### src/rtl/jtcop_mcu_mailbox.sv
// MCU-side mailbox between the 68000 and the MCU: 16-bit words in, 16-bit replies out with a sec2 pulse.
// Optional build macro JTCOP_MBOX_IRQ_EN drives mcu_irqn from rx_full; otherwise mcu_irqn is tied high.
module jtcop_mcu_mailbox #(
  parameter int SEC2_LEN = 8,
  parameter int GAP_LEN  = 2
) (
  input  logic        clk,
  input  logic        rst,
  input  logic [15:0] main_din,
  input  logic        main_wr,
  input  logic        main_rd,
  output logic [15:0] main_dout,
  output logic        sec2,
  input  logic        mcu_cs,
  input  logic        mcu_wr,
  input  logic        mcu_rd,
  input  logic [1:0]  mcu_addr,
  input  logic [7:0]  mcu_din,
  output logic [7:0]  mcu_dout,
  output logic        mcu_irqn
);

  localparam logic [1:0] ST_IDLE  = 2'd0;
  localparam logic [1:0] ST_PULSE = 2'd1;
  localparam logic [1:0] ST_GAP   = 2'd2;
  localparam logic [7:0] PULSE_INIT = 8'(SEC2_LEN - 1);
  localparam logic [7:0] GAP_INIT   = 8'(GAP_LEN - 1);

  logic        main_wr_q, main_wr_d;
  logic        main_rd_q, main_rd_d;
  logic [15:0] rx_q, rx_d;
  logic        rx_full_q, rx_full_d;
  logic        overrun_q, overrun_d;
  logic [7:0]  stage_lo_q, stage_lo_d;
  logic        tx_pend_q, tx_pend_d;
  logic [15:0] main_dout_q, main_dout_d;
  logic        sec2_q, sec2_d;
  logic [1:0]  state_q, state_d;
  logic [7:0]  cnt_q, cnt_d;
  logic [15:0] queue_q, queue_d;
  logic        qvalid_q, qvalid_d;

  logic        rx_capture, rd_hi, rd_status, wr_lo, commit, rd_fall, can_load;
  logic [15:0] commit_word;

  // MCU side: mcu_wr/mcu_rd are one-clk strobes, valid only with mcu_cs; no ready, every strobe
  // is acted on in the clk it is seen. Main side: main_wr/main_rd are levels, acted on at edges.
  always_comb begin
    rx_capture  = main_wr & ~main_wr_q;
    rd_fall     = ~main_rd & main_rd_q;
    rd_hi       = mcu_cs & mcu_rd & (mcu_addr == 2'd1);
    rd_status   = mcu_cs & mcu_rd & (mcu_addr == 2'd2);
    wr_lo       = mcu_cs & mcu_wr & (mcu_addr == 2'd0);
    commit      = mcu_cs & mcu_wr & (mcu_addr == 2'd1);
    commit_word = {mcu_din, stage_lo_q};
    can_load    = ~main_rd;
  end

  always_comb begin
    main_wr_d  = main_wr;
    main_rd_d  = main_rd;
    rx_d       = rx_capture ? main_din : rx_q;
    rx_full_d  = rx_capture ? 1'b1 : (rd_hi ? 1'b0 : rx_full_q);
    overrun_d  = (rx_capture & rx_full_q) ? 1'b1 : (rd_status ? 1'b0 : overrun_q);
    stage_lo_d = wr_lo ? mcu_din : stage_lo_q;
    tx_pend_d  = commit ? 1'b1 : (rd_fall ? 1'b0 : tx_pend_q);
  end

  // Reply FSM: loads into main_dout only while the 68000 is not reading it.
  always_comb begin
    state_d     = state_q;
    cnt_d       = cnt_q;
    sec2_d      = sec2_q;
    main_dout_d = main_dout_q;
    queue_d     = queue_q;
    qvalid_d    = qvalid_q;
    case (state_q)
      ST_IDLE: begin
        if (commit && can_load) begin
          main_dout_d = commit_word;
          qvalid_d    = 1'b0;
          sec2_d      = 1'b1;
          cnt_d       = PULSE_INIT;
          state_d     = ST_PULSE;
        end else if (commit) begin
          queue_d  = commit_word;
          qvalid_d = 1'b1;
        end else if (qvalid_q && can_load) begin
          main_dout_d = queue_q;
          qvalid_d    = 1'b0;
          sec2_d      = 1'b1;
          cnt_d       = PULSE_INIT;
          state_d     = ST_PULSE;
        end
      end
      ST_PULSE: begin
        if (commit) begin
          queue_d  = commit_word;
          qvalid_d = 1'b1;
        end
        if (cnt_q == 8'd0) begin
          sec2_d  = 1'b0;
          cnt_d   = GAP_INIT;
          state_d = ST_GAP;
        end else begin
          cnt_d = cnt_q - 8'd1;
        end
      end
      ST_GAP: begin
        if (commit) begin
          queue_d  = commit_word;
          qvalid_d = 1'b1;
        end
        if (cnt_q == 8'd0) begin
          if (qvalid_q && can_load) begin
            // a commit landing on this same clk stays queued behind the word being loaded
            main_dout_d = queue_q;
            qvalid_d    = commit;
            sec2_d      = 1'b1;
            cnt_d       = PULSE_INIT;
            state_d     = ST_PULSE;
          end else begin
            state_d = ST_IDLE;
          end
        end else begin
          cnt_d = cnt_q - 8'd1;
        end
      end
      default: begin
        state_d = ST_IDLE;
        sec2_d  = 1'b0;
      end
    endcase
  end

  always_ff @(posedge clk or posedge rst) begin
    if (rst) begin
      main_wr_q   <= 1'b0;
      main_rd_q   <= 1'b0;
      rx_q        <= 16'h0000;
      rx_full_q   <= 1'b0;
      overrun_q   <= 1'b0;
      stage_lo_q  <= 8'h00;
      tx_pend_q   <= 1'b0;
      main_dout_q <= 16'h0000;
      sec2_q      <= 1'b0;
      state_q     <= ST_IDLE;
      cnt_q       <= 8'h00;
      queue_q     <= 16'h0000;
      qvalid_q    <= 1'b0;
    end else begin
      main_wr_q   <= main_wr_d;
      main_rd_q   <= main_rd_d;
      rx_q        <= rx_d;
      rx_full_q   <= rx_full_d;
      overrun_q   <= overrun_d;
      stage_lo_q  <= stage_lo_d;
      tx_pend_q   <= tx_pend_d;
      main_dout_q <= main_dout_d;
      sec2_q      <= sec2_d;
      state_q     <= state_d;
      cnt_q       <= cnt_d;
      queue_q     <= queue_d;
      qvalid_q    <= qvalid_d;
    end
  end

  always_comb begin
    case (mcu_addr)
      2'd0:    mcu_dout = rx_q[7:0];
      2'd1:    mcu_dout = rx_q[15:8];
      2'd2:    mcu_dout = {5'b00000, overrun_q, tx_pend_q, rx_full_q};
      default: mcu_dout = 8'hff;
    endcase
  end

  assign main_dout = main_dout_q;
  assign sec2      = sec2_q;

`ifdef JTCOP_MBOX_IRQ_EN
  assign mcu_irqn = ~rx_full_q;
`else
  assign mcu_irqn = 1'b1;
`endif

endmodule

### config.mk
export PLATFORM = sky130hd
export DESIGN_NAME = jtcop_mcu_mailbox
export DESIGN_NICKNAME = d
export VERILOG_FILES = /design/src/rtl/jtcop_mcu_mailbox.sv
export SDC_FILE = /design/constraint.sdc
export NUM_CORES = 1
export LEC_CHECK = 0
export CORE_MARGIN = 2
export CORE_UTILIZATION = 58
export DETAILED_ROUTE_END_ITERATION = 12
export GPL_ROUTABILITY_DRIVEN = 0
export PLACE_DENSITY = 0.85
export SYNTH_ARGS = -nofsm -noshare
export SYNTH_HDL_FRONTEND = slang
export SYNTH_SLANG_ARGS = --single-unit
### constraint.sdc
create_clock -name clk -period 4.1 [get_ports clk]
set_input_delay 0.82 -clock clk [delete_from_list [all_inputs] [get_ports clk]]
set_output_delay 0.82 -clock clk [all_outputs]
set_load 0.02 [all_outputs]
After elaboration in Yosys (flattened, before gate mapping)

Index checks and enable logic that the tools add are counted.

Logic and storage cells: 94
Output and inout port bits: 26
Register bits: 73
Input port bits: 33

Equal/unequal tests: 10
Reduce and logical (&&, ||, !) cells: 18
Muxes and demuxes: 41
Bitwise gates (word level): 11
$add $sub $neg: 1

Operators with widths:

| cell                                             | count |
|---|---|
| two-way mux 16 bit                               | 6 |
| one-hot mux 16 bit (2 select lines)              | 2 |
| one-hot mux 8 bit (3 select lines)               | 2 |
| two-way mux 8 bit                                | 5 |
| two-way mux 1 bit                                | 18 |
| two-way mux 2 bit                                | 5 |
| nonzero test 2 bit                               | 5 |
| AND 1 bit                                        | 9 |
| zero test 8 bit                                  | 1 |
| subtractor 8 x 1 -> 8 bit, second input constant | 1 |
| != test 2 bit, second input constant             | 3 |
| != test 3 bit, second input constant             | 2 |
| one-hot mux 1 bit (3 select lines)               | 2 |
| one-hot mux 2 bit (3 select lines)               | 1 |
| AND reduction 2 bit                              | 3 |
| AND reduction 3 bit                              | 2 |
| == test 2 x 1 -> 1 bit, second input constant    | 2 |
| == test 2 bit, second input constant             | 2 |
| zero test 2 bit                                  | 2 |
| != test 4 bit, second input constant             | 1 |
| AND reduction 4 bit                              | 1 |
| nonzero test 3 bit                               | 1 |
| logical AND 1 bit                                | 2 |
| NOT 1 bit                                        | 2 |
| OR reduction 2 bit                               | 1 |

Longest topological paths before layout

Gate-level depths: netlist of run 1.

Word-level depth: 6
Depth in mapped cells: 8

Worst setup path before layout of run 1

No wires, ideal clock.

Path kind: input to output
Start point: input port mcu_addr[0]
End point: output port mcu_dout[0]
Arrival time: 1,664 ps
Path slack: 1,616 ps
Cell stages on the path: 3
Required time: 3,280 ps
Buffers on the path: 1
Path through: clkbuf_1 -> mux2_2 -> o22a_1

Longest elaborated chain between the ends: 2

Ends and longest elaborated chain:

| item                                  | RTL line | source |
|---|---|---|
| start, declared                       | 17       | `input logic [1:0] mcu_addr,` |
| == test 2 bit (tied with other cells) | 169      | `case (mcu_addr)` |
| one-hot mux 8 bit (3 select lines) *  | 169      |  |
| end, declared                         | 19       | `output logic [7:0] mcu_dout,` |

Every way passes the cells marked *; elsewhere a longest branch is shown, timed or not.

Worst setup path after layout of run 1

Ends and elaborated chain as after synthesis.

==> results.sh, run 1 <==
export IMPL_cts_root_buffer="sky130_fd_sc_hd__clkbuf_8"
export IMPL_globalRoute_totalOverflow=0
export IMPL_synthTopCellsByArea="sky130_fd_sc_hd__dfrtp_1 50%, sky130_fd_sc_hd__mux2_2 14%, sky130_fd_sc_hd__a2bb2oi_2 4.1%, sky130_fd_sc_hd__o22ai_1 2.9%, sky130_fd_sc_hd__ha_1 2.4%"
export IMPL_timing_reg2reg_setup_slack_ns=1.83
export IMPL_finalSetupTns_ns=0
export IMPL_worstSetupStartpointType="primary input"
export IMPL_fp_coreArea_sq_mm=0.00599
export IMPL_worst_ir_drop_vdd_uv=456
export IMPL_area_growth_pct=24.2
export IMPL_slew_limit_headroom_pct=50.1
export IMPL_die_w_um=83.1
export IMPL_tritoncts_sink_count=73
export IMPL_cts_max_path_buffers=2
export IMPL_gr_usage_all_layers_pct=24.4
export IMPL_clk_pin_slew_worst_paths_ns=0.07
export IMPL_yosys_most_used_dff="sky130_fd_sc_hd__dfrtp_1"
export IMPL_setup_viol=0
export IMPL_floorplan_rows=28
export IMPL_first_pass_grt_wire_length_um=13600
export IMPL_final_core_utilization_pct=75.2
export IMPL_number_of_global_route_vias_before_repair=2757
export IMPL_drt_wirelength_per_cell_um=17.8
export IMPL_ys_ff_latch=73
export IMPL_mappedNetlistArea_sq_mm=0.00363
export IMPL_dp_final_hpwl_um=5350
export IMPL_initial_core_util_pct=60.5
export IMPL_share_of_the_synthesized_area_in_the_top_cell_type_pct=50.4
export IMPL_antenna_found_initial=0
export IMPL_slew_violations=0
export IMPL_endpoint_kind="primary output"
export IMPL_post_synth_num_cell_types=55
export IMPL_hold_violations=0
export IMPL_grt_max_degree=38
export IMPL_grt_setup_unrepaired="no"
export IMPL_worst_slew_pin_transition_ns=0.745
export IMPL_totalWireLength_um=7910
export IMPL_drt_pre_antenna_iters=4
export IMPL_cts_hold_repair_buffers=0
export IMPL_diodes=0
export IMPL_synth_nets=344
export IMPL_via_per_inst=6.14
export IMPL_worst_endpoint_arrival_ns=2.67
export IMPL_holdCritStartpoint="rx_q[0]"
export IMPL_outcome="finished clean"
export IMPL_hp_class="register to register"
export IMPL_r2r_worst_path_cells=6
export IMPL_post_cts_resize_count=0
export IMPL_powerDensity_mw_per_mm2=694
export IMPL_synthesis_instances=304
export IMPL_place_port_buffers=57
export IMPL_fin_crit_sh_pct=85.2
export IMPL_synth_edff_count=0
export IMPL_worst_ep_required_time_ns=3.28
export IMPL_worst_slack_ns=0.607
export IMPL_synth_warnings=0
export IMPL_io_pins=59
export IMPL_crit_reg2reg_capture="cnt_q[7]"
export IMPL_antenna_left=0
export IMPL_tritoncts_clock_tree="yes"
export IMPL_fmax_ghz=0.286
export IMPL_synth_area_leader_cell="sky130_fd_sc_hd__dfrtp_1"
export IMPL_max_cap_viol_count=0
export IMPL_postSynthAreaPerCell_sq_um=11.9
export IMPL_floorplan_die_height_um=83.1
export IMPL_fin_crit_ns=3.49
export IMPL_fin_nets=403
export IMPL_worst_skew_pair_late_latency_ns=0.36
export IMPL_drt_iter0_markers=184
export IMPL_rr_startpoint="cnt_q[1]"
export IMPL_preCtsSetupSlack_ns=0.621
export IMPL_drc_errors=0
export IMPL_drive_above_1_share_pct=23.1
export IMPL_worst_setup_path_type="primary input to primary output"
export IMPL_h_tree_depth=3
export IMPL_crit_fanout=13
export IMPL_synth_seq_area_share_pct=50.4
export IMPL_skew_ns=0.00587
export IMPL_timing_hold_worst_endpoint="rx_q[0]"
export IMPL_tritoncts_num_buffers=9
export IMPL_hold_path_cell_count=1
export IMPL_postCtsSetupRepairBufs=0
export IMPL_synth_async_sr_flop_share_pct=100
export IMPL_power_static_leakage_nw=1.88
export IMPL_routed_via_count=2722
export IMPL_die_area_sq_mm=0.00690
==> how the worst max path moves through the flow <==
stage               cells after the start  slack [ns]     endpoint        start
global route                            5        0.54  mcu_dout[4]  mcu_addr[1]
global placement                        4        0.68  mcu_dout[0]  mcu_addr[0]
detailed placement                      4        0.62  mcu_dout[0]  mcu_addr[0]
CTS                                     4        0.60  mcu_dout[0]  mcu_addr[0]
floorplan                               1        1.43     cnt_q[0]          rst
finish                                  4        0.61  mcu_dout[0]  mcu_addr[0]
==> synthesized netlist by cell type, types with 2 or more instances <==
cell / n
sky130_fd_sc_hd__ha_1: 7
sky130_fd_sc_hd__o31ai_1: 4
sky130_fd_sc_hd__a221o_1: 3
sky130_fd_sc_hd__o22ai_1: 17
sky130_fd_sc_hd__and3_1: 2
sky130_fd_sc_hd__and2_1: 3
sky130_fd_sc_hd__nand4_1: 2
sky130_fd_sc_hd__a21oi_1: 12
sky130_fd_sc_hd__a2bb2oi_2: 10
sky130_fd_sc_hd__nand3_1: 3
sky130_fd_sc_hd__clkbuf_1: 12
sky130_fd_sc_hd__mux2i_1: 2
sky130_fd_sc_hd__dfrtp_1: 73
sky130_fd_sc_hd__or3_1: 2
sky130_fd_sc_hd__o21ai_0: 13
sky130_fd_sc_hd__a21o_1: 2
sky130_fd_sc_hd__nor2b_1: 2
sky130_fd_sc_hd__nor2_1: 7
sky130_fd_sc_hd__buf_2: 2
sky130_fd_sc_hd__mux2_2: 44
sky130_fd_sc_hd__nand2b_1: 4
sky130_fd_sc_hd__buf_4: 2
sky130_fd_sc_hd__inv_1: 10
sky130_fd_sc_hd__nor3_1: 3
sky130_fd_sc_hd__a211oi_1: 2
sky130_fd_sc_hd__o32a_1: 2
sky130_fd_sc_hd__a2bb2oi_1: 7
sky130_fd_sc_hd__o211ai_1: 2
sky130_fd_sc_hd__o22a_1: 3
sky130_fd_sc_hd__nand4b_1: 2
sky130_fd_sc_hd__nor4_1: 2
sky130_fd_sc_hd__nand2_1: 19
sky130_fd_sc_hd__o21a_1: 2
==> layout by cell type, fill, tap and decap left out, types with 3 or more instances in the layout <==
cell type and n:
sky130_fd_sc_hd__o22a_1 3, sky130_fd_sc_hd__inv_1 9, sky130_fd_sc_hd__o21ai_0 13, sky130_fd_sc_hd__nor2_1 7
sky130_fd_sc_hd__ha_1 7, sky130_fd_sc_hd__and2_1 3, sky130_fd_sc_hd__mux2_2 44, sky130_fd_sc_hd__o31ai_1 4
sky130_fd_sc_hd__clkbuf_8 11, sky130_fd_sc_hd__a2bb2oi_2 10, sky130_fd_sc_hd__nor3_1 3, sky130_fd_sc_hd__buf_4 8
sky130_fd_sc_hd__nand2_1 19, sky130_fd_sc_hd__a2bb2oi_1 7, sky130_fd_sc_hd__nand3_1 3, sky130_fd_sc_hd__o22ai_1 17
sky130_fd_sc_hd__a221o_1 3, sky130_fd_sc_hd__dfrtp_1 73, sky130_fd_sc_hd__clkdlybuf4s50_1 57, sky130_fd_sc_hd__nand2b_1 4
sky130_fd_sc_hd__a21oi_1 12
==> metal layers <==
layer | vias up | GRT usage, % | wire length, um
met5 | - | 0 | 0
met4 | 0 | 8.20 | 167
met3 | 15 | 6.86 | 419
met2 | 81 | 36.7 | 3640
met1 | 1350 | 34.4 | 3680
li1 | 1276 | - | -
==> worst max-delay path: stages <==
cell	delay (ns)
sky130_fd_sc_hd__clkdlybuf4s50_1	0.74
sky130_fd_sc_hd__mux2_2	0.39
sky130_fd_sc_hd__o22a_1	0.18
sky130_fd_sc_hd__clkdlybuf4s50_1	0.54
==> logic make-up after synthesis <==
group	after synthesis	share of synthesized area, %
compound gates	93	20.7
flops	73	50.4
simple gates	57	8.97
mux	46	14.2
buf+inv	27	3.28
fa+ha+maj	7	2.41
other cells	1	0.103
==> metrics by stage <==
| step | total power (W) | hold slack, ns | std cells | area [sq um] |
|---|---|---|---|---|
| after detailed placement | 0.00246 | 0.493 | 427 | 4270 |
| after global placement | 0.00242 | 0.490 | 427 | 4270 |
| final | 0.00313 | 0.509 | 443 | 4510 |
| after CTS | 0.00313 | 0.513 | 443 | 4510 |
| after global routing | 0.00331 | 0.525 | 443 | 4510 |
| after floorplan | 0.00203 | 0.462 | 304 | 3630 |
==> final cells by class <==
class	count	area [sq um]
clock inverters	5	85.1
well taps	75	93.8
multi-input cells	204	1680
inverters	10	37.5
flip-flops and latches	73	1830
repair buffers	65	631
clock buffers	11	151
fillers	386	1480
==> report_power, final <==
part,internal (W),switching [W],total (W)
clock network,0.000380,0.000286,0.000666
registers,0.000970,0.000185,0.00115
logic,0.000639,0.000669,0.00131
total,0.00199,0.00114,0.00313
==> state kept, by name, summed over array words and instances, names as in the netlist, 2 cells and up <==
register,flops
main_dout,16
state_q,2
cnt_q,8
queue_q,16
rx_q,16
stage_lo_q,8
(Power assumes the default switching activity.)
==> run 2: changes to the inputs <==
--- a/config.mk
+++ b/config.mk
@@ -5,7 +5,6 @@
 export SDC_FILE = /design/constraint.sdc
 export NUM_CORES = 1
 export LEC_CHECK = 0
-export CORE_MARGIN = 2
 export CORE_UTILIZATION = 58
 export DETAILED_ROUTE_END_ITERATION = 12
 export GPL_ROUTABILITY_DRIVEN = 0
==> constraint.sdc (replaced) <==
create_clock -name clk -period 4.1 [get_ports clk]
set_input_delay 0.82 -clock clk [delete_from_list [all_inputs] [get_ports clk]]
set_output_delay 0.82 -clock clk [all_outputs]
set_load 0.1 [all_outputs]
==> run 2 against run 1 <==
Against the previous run:
- maximum frequency up 10%
- global-route usage grew 1.8 points
- sequential share of layout area is 0.66 points higher
- critical endpoint unchanged
- largest cell class unchanged
- largest power group unchanged
==> results.sh, run 2 (same netlist as run 1, synthesis figures left out) <==
export IMPL_post_cts_resize_count=0
export IMPL_timing_reg2reg_setup_slack_ns=1.83
export IMPL_dp_final_hpwl_um=5340
export IMPL_crit_reg2reg_capture="main_dout[12]"
export IMPL_cts_max_path_buffers=2
export IMPL_fin_crit_ns=3.17
export IMPL_holdWs_ns=0.510
export IMPL_rr_startpoint="cnt_q[1]"
export IMPL_worst_slack_ns=0.925
export IMPL_cts_root_buffer="sky130_fd_sc_hd__clkbuf_8"
export IMPL_worst_slew_pin_transition_ns=0.989
export IMPL_gr_usage_all_layers_pct=26.2
export IMPL_outcome="finished clean"
export IMPL_holdCritStartpoint="sec2"
export IMPL_filler_cell_count=405
export IMPL_hold_violations=0
export IMPL_die_area_sq_mm=0.00657
export IMPL_antenna_left=0
export IMPL_globalRoute_totalOverflow=0
export IMPL_fin_crit_sh_pct=77.4
export IMPL_powerDensity_mw_per_mm2=810
export IMPL_grt_max_degree=39
export IMPL_floorplan_die_height_um=81.1
export IMPL_drt_iter0_markers=170
export IMPL_skew_ns=0.0111
export IMPL_final_seq_area_sq_mm=0.00183
export IMPL_io_pins=59
export IMPL_routed_via_count=2727
export IMPL_worst_setup_path_type="primary input to primary output"
export IMPL_mostFrequentLayoutCells="73 x sky130_fd_sc_hd__dfrtp_1, 49 x sky130_fd_sc_hd__clkdlybuf4s50_1, 44 x sky130_fd_sc_hd__mux2_2"
export IMPL_worst_ep_required_time_ns=3.28
export IMPL_sequence_of_cells_on_the_critical_path="clkdlybuf4s50_1 -> mux2_2 -> o22a_1 -> buf_4"
export IMPL_max_cap_viol_count=0
export IMPL_h_tree_depth=3
export IMPL_floorplan_rows=28
export IMPL_clk_pin_slew_worst_paths_ns=0.08
export IMPL_power_static_leakage_nw=1.86
export IMPL_totalWireLength_um=7980
export IMPL_r2r_worst_path_cells=7
export IMPL_number_of_global_route_vias_before_repair=2612
export IMPL_timing_hold_worst_endpoint="sec2"
export IMPL_grt_setup_unrepaired="no"
export IMPL_worst_endpoint_arrival_ns=2.35
export IMPL_mostFrequentLayoutCell="sky130_fd_sc_hd__dfrtp_1"
export IMPL_tritoncts_sink_count=73
export IMPL_tritoncts_num_buffers=9
export IMPL_place_port_buffers=57
export IMPL_fp_coreArea_sq_mm=0.00599
export IMPL_tritoncts_clock_tree="yes"
export IMPL_worst_skew_pair_late_latency_ns=0.36
export IMPL_drt_pre_antenna_iters=4
export IMPL_hp_class="register to register"
export IMPL_slew_violations=0
export IMPL_slew_limit_headroom_pct=33.9
export IMPL_multiInputGateArea_sq_mm=0.00168
export IMPL_worstSetupStartpointType="primary input"
export IMPL_hold_path_cell_count=1
export IMPL_slowest_stage="sky130_fd_sc_hd__clkdlybuf4s50_1"
export IMPL_worst_ir_drop_vdd_uv=750
export IMPL_initial_core_util_pct=60.5
export IMPL_postCtsSetupRepairBufs=0
export IMPL_area_growth_pct=22.2
export IMPL_drive_above_1_share_pct=25.3
export IMPL_drt_wirelength_per_cell_um=18.0
export IMPL_first_pass_grt_wire_length_um=12800
export IMPL_preCtsSetupSlack_ns=0.940
export IMPL_max_stage_delay_ns=0.72
export IMPL_die_w_um=81.1
export IMPL_diodes=0
export IMPL_endpoint_kind="primary output"
export IMPL_setup_viol=0
export IMPL_fin_nets=403
export IMPL_antenna_found_initial=0
export IMPL_finalSetupTns_ns=0
export IMPL_via_per_inst=6.16
export IMPL_crit_fanout=13
export IMPL_drc_errors=0
export IMPL_cts_hold_repair_buffers=0
export IMPL_fmax_ghz=0.315
run 2: cell types whose count changed in the layout (fill, tap and decap cells not counted):
cell                              change
sky130_fd_sc_hd__clkbuf_8             -2
sky130_fd_sc_hd__buf_4                +8
sky130_fd_sc_hd__clkdlybuf4s50_1      -8
sky130_fd_sc_hd__inv_6                +1
sky130_fd_sc_hd__bufinv_16            -2
sky130_fd_sc_hd__inv_8                +1
sky130_fd_sc_hd__clkinvlp_4           +2
run 2: power by group:
| group | switching [W] | leakage (nW) | internal [W] |
|---|---|---|---|
| registers | 0.000190 | 0.879 | 0.000969 |
| clock network | 0.000307 | 0.0848 | 0.000230 |
| logic | 0.00126 | 0.895 | 0.000634 |
run 2: metrics by stage:
step / instance area (sq um) / total power (W) / std cells / utilization [%]
floorplan: 3630 / 0.00261 / 304 / -
global placement: 4250 / 0.00300 / 427 / 70.9
detailed placement: 4250 / 0.00305 / 427 / 70.9
CTS: 4430 / 0.00359 / 443 / 74.0
global route: 4430 / 0.00376 / 443 / 74.0
finish: 4430 / 0.00359 / 443 / 74.0
run 2: per-layer routing:
| metal | global-route usage [%] | wire length [um] | share of wire (%) | up-vias |
|---|---|---|---|---|
| met5 | 0 | 0 | 0 | - |
| met4 | 8.39 | 131 | 1.6 | 0 |
| met3 | 6.07 | 416 | 5.2 | 13 |
| met2 | 41.9 | 3880 | 49 | 85 |
| met1 | 35.4 | 3560 | 45 | 1352 |
| li1 | - | - | - | 1277 |
run 2: worst max-delay path by stage:
stage	start	endpoint	slack (ns)	cells past startpoint
after floorplan	mcu_addr[0]	mcu_dout[0]	1.28	3
after global placement	mcu_addr[0]	mcu_dout[1]	0.97	4
after detailed placement	mcu_addr[0]	mcu_dout[0]	0.94	4
after CTS	mcu_addr[0]	mcu_dout[0]	0.93	4
after global routing	mcu_addr[0]	mcu_dout[6]	0.85	5
final	mcu_addr[0]	mcu_dout[0]	0.93	4
run 2: worst max-delay path: cells and delay by family:
| kind | cells | cell delay [ns] |
|---|---|---|
| AO/OA/AOI/OAI | 1 | 0.19 |
| buffers and inverters | 2 | 0.95 |
| multiplexers | 1 | 0.39 |
run 2: area by class of cell:
cell class              instances  share of cell area, %
clock buffers                   9                   2.79
clock inverters                 7                   1.35
repair buffers                 65                   13.8
multi-input cells             204                   37.9
flip-flops and latches         73                   41.2
well taps                      75                   2.12
inverters                      10                  0.847
==> run 3: changes to the inputs <==
--- a/config.mk
+++ b/config.mk
@@ -5,10 +5,10 @@
 export SDC_FILE = /design/constraint.sdc
 export NUM_CORES = 1
 export LEC_CHECK = 0
-export CORE_UTILIZATION = 58
+export CORE_UTILIZATION = 48
 export DETAILED_ROUTE_END_ITERATION = 12
 export GPL_ROUTABILITY_DRIVEN = 0
-export PLACE_DENSITY = 0.85
+export PLACE_DENSITY = 0.75
 export SYNTH_ARGS = -nofsm -noshare
 export SYNTH_HDL_FRONTEND = slang
 export SYNTH_SLANG_ARGS = --single-unit
==> constraint.sdc (replaced) <==
create_clock -name clk -period 2.7 [get_ports clk]
set_input_delay 0.54 -clock clk [delete_from_list [all_inputs] [get_ports clk]]
set_output_delay 0.54 -clock clk [all_outputs]
set_load 0.1 [all_outputs]
==> run 3 against run 2 <==
Against the previous run:
- cell count rose by 7.2%
- global-route usage fell by 5.4 points
- largest cell class unchanged
- combinational power rose by 53%
- largest power group unchanged
- count of clock-buffer cells in the layout unchanged
==> results.sh, run 3 (same netlist as run 1, synthesis figures left out) <==
export IMPL_totalWireLength_um=7940
export IMPL_tritoncts_clock_tree="yes"
export IMPL_p_sw_w=0.00265
export IMPL_max_cap_viol_count=0
export IMPL_post_cts_resize_count=0
export IMPL_worst_ep_required_time_ns=2.16
export IMPL_drc_errors=0
export IMPL_endpoint_kind="primary output"
export IMPL_r2r_worst_path_cells=6
export IMPL_mostFrequentLayoutCells="73 x sky130_fd_sc_hd__dfrtp_1, 44 x sky130_fd_sc_hd__mux2_2, 32 x sky130_fd_sc_hd__clkdlybuf4s50_1"
export IMPL_tritoncts_sink_count=73
export IMPL_worst_endpoint_arrival_ns=1.94
export IMPL_slew_limit_headroom_pct=56.1
export IMPL_power_internal_w=0.00280
export IMPL_fmax_ghz=0.403
export IMPL_setup_viol=0
export IMPL_worst_setup_path_type="primary input to primary output"
export IMPL_power_static_leakage_nw=1.96
export IMPL_number_of_global_route_vias_before_repair=2575
export IMPL_slew_violations=0
export IMPL_routed_via_count=2689
export IMPL_diodes=0
export IMPL_fin_nets=411
export IMPL_hold_violations=0
export IMPL_outcome="finished clean"
export IMPL_io_pins=59
export IMPL_die_w_um=88.9
export IMPL_worst_skew_pair_late_latency_ns=0.34
export IMPL_gr_usage_all_layers_pct=20.8
export IMPL_clk_pin_slew_worst_paths_ns=0.09
export IMPL_place_port_buffers=57
export IMPL_drive_above_1_share_pct=31.4
export IMPL_globalRoute_totalOverflow=0
export IMPL_floorplan_die_height_um=88.9
export IMPL_cts_hold_repair_buffers=0
export IMPL_clock_power_share_pct=14.6
export IMPL_fin_crit_ns=2.48
export IMPL_drt_wirelength_per_cell_um=16.7
export IMPL_postCtsSetupRepairBufs=0
export IMPL_pwr_share_comb_pct=53.3
export IMPL_tritoncts_num_buffers=9
export IMPL_crit_reg2reg_capture="qvalid_q"
export IMPL_dp_final_hpwl_um=5580
export IMPL_timing_reg2reg_setup_slack_ns=0.50
export IMPL_rr_startpoint="cnt_q[1]"
export IMPL_sequentialPowerShare_pct=32.1
export IMPL_area_growth_pct=27.0
export IMPL_via_per_inst=5.66
export IMPL_drt_iter0_markers=102
export IMPL_antenna_found_initial=0
export IMPL_h_tree_depth=3
export IMPL_crit_fanout=9
export IMPL_fin_crit_sh_pct=91.9
export IMPL_worstSetupStartpointType="primary input"
export IMPL_floorplan_rows=31
export IMPL_first_pass_grt_wire_length_um=12500
export IMPL_initial_core_util_pct=49.7
export IMPL_grt_setup_unrepaired="no"
export IMPL_die_area_sq_mm=0.00791
export IMPL_cts_root_buffer="sky130_fd_sc_hd__clkbuf_8"
export IMPL_mostFrequentLayoutCell="sky130_fd_sc_hd__dfrtp_1"
export IMPL_final_core_utilization_pct=63.2
export IMPL_powerDensity_mw_per_mm2=1180
export IMPL_antenna_left=0
export IMPL_worst_slew_pin_transition_ns=0.652
export IMPL_hp_class="primary input to asynchronous set/reset pin"
export IMPL_fp_coreArea_sq_mm=0.00729
export IMPL_grt_max_degree=36
export IMPL_finalSetupTns_ns=0
export IMPL_power_switching_fraction_pct=48.6
export IMPL_drt_pre_antenna_iters=4
export IMPL_worst_ir_drop_vdd_uv=512
export IMPL_cts_max_path_buffers=2
export IMPL_skew_ns=0.0114
[run 3: cell count changes in the layout (fill, tap and decap cells not counted)]
cell / change
sky130_fd_sc_hd__buf_12: +10
sky130_fd_sc_hd__buf_4: +15
sky130_fd_sc_hd__clkdlybuf4s50_1: -17
[run 3: metal layers]
| metal | vias up | part of all wire [%] | wire length (um) | global-route usage [%] |
|---|---|---|---|---|
| li1 | 1292 | - | - | - |
| met1 | 1313 | 47 | 3760 | 29.5 |
| met2 | 76 | 46 | 3680 | 31.5 |
| met3 | 8 | 5.3 | 418 | 4.43 |
| met4 | 0 | 0.96 | 76 | 7.94 |
| met5 | - | 0 | 0 | 0 |
[run 3: worst max path at each step]
| stage | start | end | slack [ns] | cells after the start |
|---|---|---|---|---|
| floorplan | rst | cnt_q[0] | 0.31 | 1 |
| global placement | mcu_addr[0] | mcu_dout[1] | 0.21 | 4 |
| detailed placement | mcu_addr[0] | cnt_q[4] | 0.18 | 6 |
| CTS | mcu_addr[0] | mcu_dout[2] | 0.21 | 4 |
| global route | mcu_addr[0] | mcu_dout[7] | 0.16 | 5 |
| finish | mcu_addr[0] | mcu_dout[1] | 0.22 | 4 |
[run 3: layout make-up]
| cell class | instances | area (sq um) |
|---|---|---|
| clock buffer | 9 | 124 |
| sequential | 73 | 1830 |
| inverter | 10 | 37.5 |
| timing repair buffer | 73 | 753 |
| multi-input combinational | 204 | 1680 |
| tap | 99 | 124 |
| clock inverter | 7 | 60.1 |
| fill | 617 | 2690 |
[run 3: through the flow]
step | area [sq um] | worst slack (ns) | power, W | hold WS (ns) | instances
2_1_floorplan | 3630 | 0.307 | 0.00397 | 0.462 | 304
3_3_place_gp | 4420 | 0.215 | 0.00461 | 0.483 | 459
3_5_place_dp | 4420 | 0.177 | 0.00467 | 0.494 | 459
4_1_cts | 4610 | 0.214 | 0.00548 | 0.502 | 475
5_1_grt | 4610 | 0.163 | 0.00573 | 0.522 | 475
6_report | 4610 | 0.219 | 0.00546 | 0.509 | 475
[run 3: critical path, cell delays in order]
cell and delay (ns):
sky130_fd_sc_hd__clkdlybuf4s50_1 0.63, sky130_fd_sc_hd__mux2_2 0.37, sky130_fd_sc_hd__o22a_1 0.22, sky130_fd_sc_hd__buf_12 0.18
[run 3: power by group through the flow]
stage	Clock, W	Sequential, W	Combinational, W
finish	0.000797	0.00175	0.00291
global route	0.000862	0.00180	0.00307
CTS	0.000819	0.00175	0.00290
detailed placement	0	0.00177	0.00290
global placement	0	0.00175	0.00286
floorplan	0	0.00264	0.00132
